File: src/rtl/health_pkg.sv
// Shared types and constants for the display arbitration logic.
package health_pkg;

  typedef enum logic [1:0] {
    S_PULSE,
    S_REACT,
    S_HOLD,
    S_BLANK
  } sched_state_t;

  localparam logic       SRC_PULSE   = 1'b0;
  localparam logic       SRC_REACT   = 1'b1;
  localparam logic [3:0] BLANK_DIGIT = 4'hF;

  // Which producer a visible state belongs to (HOLD shows reaction data).
  function automatic logic state_src(input sched_state_t s);
    return (s == S_PULSE) ? SRC_PULSE : SRC_REACT;
  endfunction

endpackage

File: src/rtl/tick_counter.sv
// Saturating tick counter with synchronous clear; clear beats a coincident tick.
module tick_counter #(
  parameter int unsigned CNT_W = 16
) (
  input  logic             clk,
  input  logic             rst,
  input  logic             clr,
  input  logic             tick,
  output logic [CNT_W-1:0] cnt
);

  // Count ticks, hold at all-ones, restart on clear.
  always_ff @(posedge clk) begin
    if (!rst) begin
      cnt <= '0;
    end else if (clr) begin
      cnt <= '0;
    end else if (tick && (cnt != '1)) begin
      cnt <= cnt + CNT_W'(1);
    end
  end

endmodule

File: src/rtl/display_scheduler.sv
// Arbitrates the shared seven-segment display between the pulse monitor and
// the reaction timer. Every change of visible source goes through a dark gap.
module display_scheduler
  import health_pkg::*;
#(
  parameter int unsigned DWELL_TICKS = 3000,
  parameter int unsigned HOLD_TICKS  = 5000,
  parameter int unsigned BLANK_TICKS = 100,
  parameter int unsigned CNT_W       = 16
) (
  input  logic       clk,
  input  logic       rst,
  input  logic       tick,
  input  logic       mode,
  input  logic       auto_en,
  input  logic       rt_busy,
  input  logic       rt_done,
  input  logic [3:0] pd2,
  input  logic [3:0] pd1,
  input  logic [3:0] pd0,
  input  logic [3:0] rd3,
  input  logic [3:0] rd2,
  input  logic [3:0] rd1,
  input  logic [3:0] rd0,
  output logic [3:0] d3,
  output logic [3:0] d2,
  output logic [3:0] d1,
  output logic [3:0] d0,
  output logic       src,
  output logic       blank
);

  sched_state_t     state_q, state_d;
  sched_state_t     target_q, target_d;
  sched_state_t     view;
  sched_state_t     after_hold;
  logic             pend_q, pend_d;
  logic             cnt_clr;
  logic [CNT_W-1:0] cnt;
  logic             dwell_hit, hold_hit, blank_hit;
  sched_state_t     manual_view;

  // A period of n ticks is complete on the cycle whose tick would bring the
  // count to n; this makes a period last exactly n ticks even when ticks are
  // sparse, and exactly n clocks when tick is tied high.
  function automatic logic expired(input logic [CNT_W-1:0] c, input logic t,
                                   input int unsigned n);
    int unsigned sum;
    sum = 32'(c) + 32'(t);
    return sum >= n;
  endfunction

  tick_counter #(
    .CNT_W(CNT_W)
  ) u_tick_counter (
    .clk (clk),
    .rst (rst),
    .clr (cnt_clr),
    .tick(tick),
    .cnt (cnt)
  );

  assign dwell_hit   = expired(cnt, tick, DWELL_TICKS);
  assign hold_hit    = expired(cnt, tick, HOLD_TICKS);
  assign blank_hit   = expired(cnt, tick, BLANK_TICKS);
  assign manual_view = mode ? S_REACT : S_PULSE;

  // Next-state: pick the desired view by priority, then route through blank
  // whenever the visible source would change.
  always_comb begin
    state_d    = state_q;
    target_d   = target_q;
    view       = state_q;
    after_hold = S_PULSE;
    cnt_clr    = 1'b0;

    case (state_q)
      S_PULSE: begin
        if (rt_busy)                view = S_REACT;
        else if (rt_done || pend_q) view = S_HOLD;
        else if (auto_en)           view = dwell_hit ? S_REACT : S_PULSE;
        else                        view = manual_view;
        if (view != S_PULSE) begin
          state_d  = S_BLANK;
          target_d = view;
          cnt_clr  = 1'b1;
        end
      end

      S_REACT: begin
        if (rt_busy)                view = S_REACT;
        else if (rt_done || pend_q) view = S_HOLD;
        else if (auto_en)           view = dwell_hit ? S_PULSE : S_REACT;
        else                        view = manual_view;
        if (view == S_PULSE) begin
          state_d  = S_BLANK;
          target_d = S_PULSE;
          cnt_clr  = 1'b1;
        end else if (view == S_HOLD) begin
          // Same source: no dark gap needed.
          state_d = S_HOLD;
          cnt_clr = 1'b1;
        end
      end

      S_HOLD: begin
        // Auto-rotate leaves a held result towards the pulse view.
        after_hold = auto_en ? S_PULSE : manual_view;
        if (rt_busy) begin
          state_d = S_REACT;
          cnt_clr = 1'b1;
        end else if (rt_done) begin
          cnt_clr = 1'b1;
        end else if (hold_hit) begin
          cnt_clr = 1'b1;
          if (after_hold == S_REACT) begin
            state_d = S_REACT;
          end else begin
            state_d  = S_BLANK;
            target_d = S_PULSE;
          end
        end
      end

      S_BLANK: begin
        // Retarget freely while dark; the gap length is not restarted.
        if (rt_busy)                view = S_REACT;
        else if (rt_done || pend_q) view = S_HOLD;
        else if (auto_en)           view = target_q;
        else                        view = manual_view;
        target_d = view;
        if (blank_hit) begin
          state_d = view;
          cnt_clr = 1'b1;
        end
      end

      default: begin
        state_d = S_PULSE;
        cnt_clr = 1'b1;
      end
    endcase

    // A finished result waits until the hold view is actually entered.
    pend_d = (state_d == S_HOLD) ? 1'b0 : (pend_q | rt_done);
  end

  // Control state registers.
  always_ff @(posedge clk) begin
    if (!rst) begin
      state_q  <= S_PULSE;
      target_q <= S_PULSE;
      pend_q   <= 1'b0;
    end else begin
      state_q  <= state_d;
      target_q <= target_d;
      pend_q   <= pend_d;
    end
  end

  // Registered display outputs follow the state being entered, with producer
  // digits sampled live; src keeps its last value across a dark gap.
  always_ff @(posedge clk) begin
    if (!rst) begin
      d3    <= BLANK_DIGIT;
      d2    <= BLANK_DIGIT;
      d1    <= BLANK_DIGIT;
      d0    <= BLANK_DIGIT;
      src   <= SRC_PULSE;
      blank <= 1'b1;
    end else begin
      case (state_d)
        S_PULSE: begin
          d3    <= BLANK_DIGIT;
          d2    <= pd2;
          d1    <= pd1;
          d0    <= pd0;
          src   <= state_src(state_d);
          blank <= 1'b0;
        end
        S_REACT, S_HOLD: begin
          d3    <= rd3;
          d2    <= rd2;
          d1    <= rd1;
          d0    <= rd0;
          src   <= state_src(state_d);
          blank <= 1'b0;
        end
        default: begin
          d3    <= BLANK_DIGIT;
          d2    <= BLANK_DIGIT;
          d1    <= BLANK_DIGIT;
          d0    <= BLANK_DIGIT;
          blank <= 1'b1;
        end
      endcase
    end
  end

endmodule

File: config.mk
export PLATFORM = sky130hd
export DESIGN_NAME = display_scheduler
export DESIGN_NICKNAME = d
export VERILOG_FILES = /design/src/rtl/health_pkg.sv /design/src/rtl/tick_counter.sv /design/src/rtl/display_scheduler.sv
export SDC_FILE = /design/constraint.sdc
export NUM_CORES = 1
export LEC_CHECK = 0
export ABC_AREA = 1
export CORE_UTILIZATION = 35
export DETAILED_ROUTE_END_ITERATION = 10
export HOLD_SLACK_MARGIN = 0.03
export PLACE_DENSITY_LB_ADDON = 0.2
export SLEW_MARGIN = 0
export SYNTH_ARGS = -nofsm -noshare
export SYNTH_HDL_FRONTEND = slang
export SYNTH_SLANG_ARGS = --single-unit
export TNS_END_PERCENT = 5
File: constraint.sdc
create_clock -name clk -period 6.5 [get_ports clk]
set_input_delay 0.65 -clock clk [delete_from_list [all_inputs] [get_ports clk]]
set_output_delay 0.65 -clock clk [all_outputs]
set_load 0.02 [all_outputs]
==> impl_metrics.py <==
metrics = {
    "status": {
        "status": "finished, final reports clean",
    },
    "clock_tree": {
        "cts_buffer_depth": 2,
        "holdBufCountCts": 0,
        "clkLatencyLatePin_ns": 0.30,
        "cts_resized": 0,
        "cts_root_buf": "clkbuf_8",
        "post_cts_buffers": 0,
        "h-tree-depth": 2,
        "cts_made_buffers": 5,
        "cts_tree": "built",
        "clk_pin_slew_ns": 0.09,
        "clock_sinks": 39,
    },
    "cells_and_area": {
        "final_common_cell": "nand2_1",
        "final_cell_mix": "nand2_1, clkdlybuf4s50_1, inv_1",
        "final_nets": 439,
        "layout-area-overhead-vs-synth_pct": 27.9,
        "nFillCells": 686,
        "insertedDiodeCount": 0,
        "final_area_um2": 3160,
        "drive_gt1_share_pct": 12.5,
    },
    "worst_setup_path": {
        "crit_path_start_kind": "primary input",
        "arrival_ns": 3.85,
        "r2r-end": "d2[0]",
        "critPathRequiredTime_ns": 6.69,
        "critPathMaxFanout": 12,
        "r2r-start": "u_tick_counter.cnt[0]",
        "crit_type": "in2reg",
        "rrSetupSlack_ns": 3.28,
        "r2r_cells": 20,
        "crit_path_end_kind": "flip-flop",
    },
    "timing": {
        "period_needed_ns": 3.66,
        "relSlewSlack_pct": 66.3,
        "finalMaxSlewViolations": 0,
        "worstMarginPinSlew_ns": 0.505,
        "fmax_mhz": 273,
        "rsz0062_at_grt": "false",
        "fin_setup_tns_ns": 0,
        "period_share_pct": 56.3,
        "finalSetupViolations": 0,
        "hold_ws_ns": 0.493,
        "finClkSkew_ns": 0.00919,
        "hold_viol": 0,
    },
    "global_routing": {
        "antenna_found_initial": 0,
        "top_usage_layer": "met2",
        "grt_pass1_vias": 2123,
        "gr-usage-all-layers_pct": 16.6,
        "grt_max_degree": 17,
        "met1_usage_pct": 22.0,
        "grt_use_met2_pct": 26.6,
        "grt_first_pass_wirelength_um": 9610,
        "grt-ovfl-total": 0,
        "met3_usage_pct": 4.14,
    },
    "route": {
        "first_pass_iters": 4,
        "drc": 0,
        "ant_nets": 0,
        "dr.first_iter.drc_count": 100,
        "vias_per_cell": 4.53,
        "via_count": 2241,
        "wl_per_cell_um": 11.6,
        "routed_wirelength_um": 5750,
    },
    "floorplan": {
        "die_y_um": 86.0,
        "die_area_um2": 7400,
        "core_area_um2": 6790,
        "die_x_um": 86.0,
        "io_pins": 53,
        "start_util_pct": 36.4,
        "row_count": 30,
    },
    "placement": {
        "place_hpwl_um": 4500,
        "portBuffers": 52,
        "place_area_um2": 3070,
        "place_congestion": 0.885,
    },
    "pwr": {
        "ir_worst_vdd_v": 0.000134,
        "power.total_uw": 729,
        "powerDensity_nw_per_um2": 231,
        "p_leak_nw": 1.31,
    },
    "min_path": {
        "holdCritPathClass": "reg2reg",
        "whs_path_depth": 2,
        "hold_start": "src",
        "min_to": "src",
    },
    "synthesis": {
        "synth_enable_flop_cells": 0,
        "synth-seq-cells": 39,
        "ys.flop_type": "dfxtp_1",
        "yosys-top-cells-area": "dfxtp_1, nand2_1, inv_1",
        "yosysWarnings": 0,
        "syn-num-nets": 386,
        "netlist_area_um2": 2470,
        "avgSynthCellArea_um2": 7.17,
        "ys_seq_area_share_pct": 31.6,
        "syn_inst": 345,
        "synth_top_area_share_pct": 31.6,
        "async_reset_ff_share_pct": 0,
        "yosysTopAreaCell": "dfxtp_1",
        "synthDistinctLibCells": 31,
    },
    "flow_run": {
        "cap_violations": 0,
    },
}
==> worst max-delay path by stage <==
stage                     slack, ns  startpoint  endpoint  depth (start not counted)
after floorplan                3.31        tick     d0[3]                         21
after global placement         2.62        tick     d2[0]                         21
after detailed placement       2.52        tick     d2[0]                         21
after CTS                      2.84        tick     d2[0]                         21
after global routing           2.51        tick     d0[0]                         19
final                          2.84        tick     d2[0]                         21
==> synthesized netlist by cell type (7+ instances only) <==
master	number
a221o_1	12
dfxtp_1	39
inv_1	50
nand2_1	76
nand2_2	11
nand3_1	23
nand4_1	10
nor2_1	40
nor2_2	10
nor2_4	10
o21ai_0	7
xor2_1	16
==> final cells by class <==
class | instances | area (um^2) | share of cell area [%]
Clock buffer | 5 | 68.8 | 2.18
Timing Repair Buffer | 52 | 520 | 16.5
Sequential cell | 39 | 781 | 24.7
Tap cell | 96 | 120 | 3.80
Inverter | 51 | 191 | 6.05
Clock inverter | 3 | 23.8 | 0.752
Multi-Input combinational cell | 249 | 1460 | 46.1
==> critical path: stages <==
cell,delay (ns)
clkdlybuf4s50_1,0.51
ha_1,0.22
ha_1,0.23
nand3_2,0.14
inv_2,0.15
nand3_2,0.07
nand2_1,0.08
nand2_1,0.08
nor2_2,0.12
nand3_2,0.11
nor2_2,0.10
nand2_2,0.07
nand2_2,0.06
nand2_1,0.06
nand2_2,0.08
nand3_1,0.07
nand2_1,0.10
inv_1,0.07
ha_1,0.31
inv_1,0.18
a221o_1,0.38
==> registers in the layout, summed over array words and instances (netlist names) <==
register            cells
d1                      4
d0                      4
u_tick_counter.cnt     16
target_q                2
src                     1
blank                   1
d2                      4
d3                      4
state_q                 2
pend_q                  1
==> metal layers <==
| metal | part of all wire (%) | up-vias |
|---|---|---|
| li1 | - | 1201 |
| met1 | 48 | 995 |
| met2 | 47 | 40 |
| met3 | 3.9 | 5 |
| met4 | 0.99 | 0 |
| met5 | 0 | - |
==> through the flow <==
step | setup WS, ns | std cells | utilization [%]
after floorplan | 3.31 | 345 | -
after global placement | 2.62 | 487 | 45.2
after detailed placement | 2.52 | 487 | 45.2
after CTS | 2.84 | 495 | 46.5
after global routing | 2.51 | 495 | 46.5
final | 2.84 | 495 | 46.5
==> where the power goes <==
part           switching (mW)  internal, mW
clock                  0.0999        0.0769
combinational           0.146         0.113
sequential             0.0152         0.278
total                   0.261         0.468
==> cells by family (layout without fill, tap and decap cells) <==
kind of cell               Yosys count  count (layout)  synth area share (%)
and+or+nand+nor                    198             198                  40.7
DFF                                 39              39                  31.6
xor gates and xnor gates            17              17                  6.02
muxes                                1               1                 0.405
adders and majority gates            6               6                  3.04
AOI/OAI and AO/OA                   27              27                  8.70
buffers and inverters               57             111                  9.51
No activity file was read; power rests on OpenSTA's default activity.
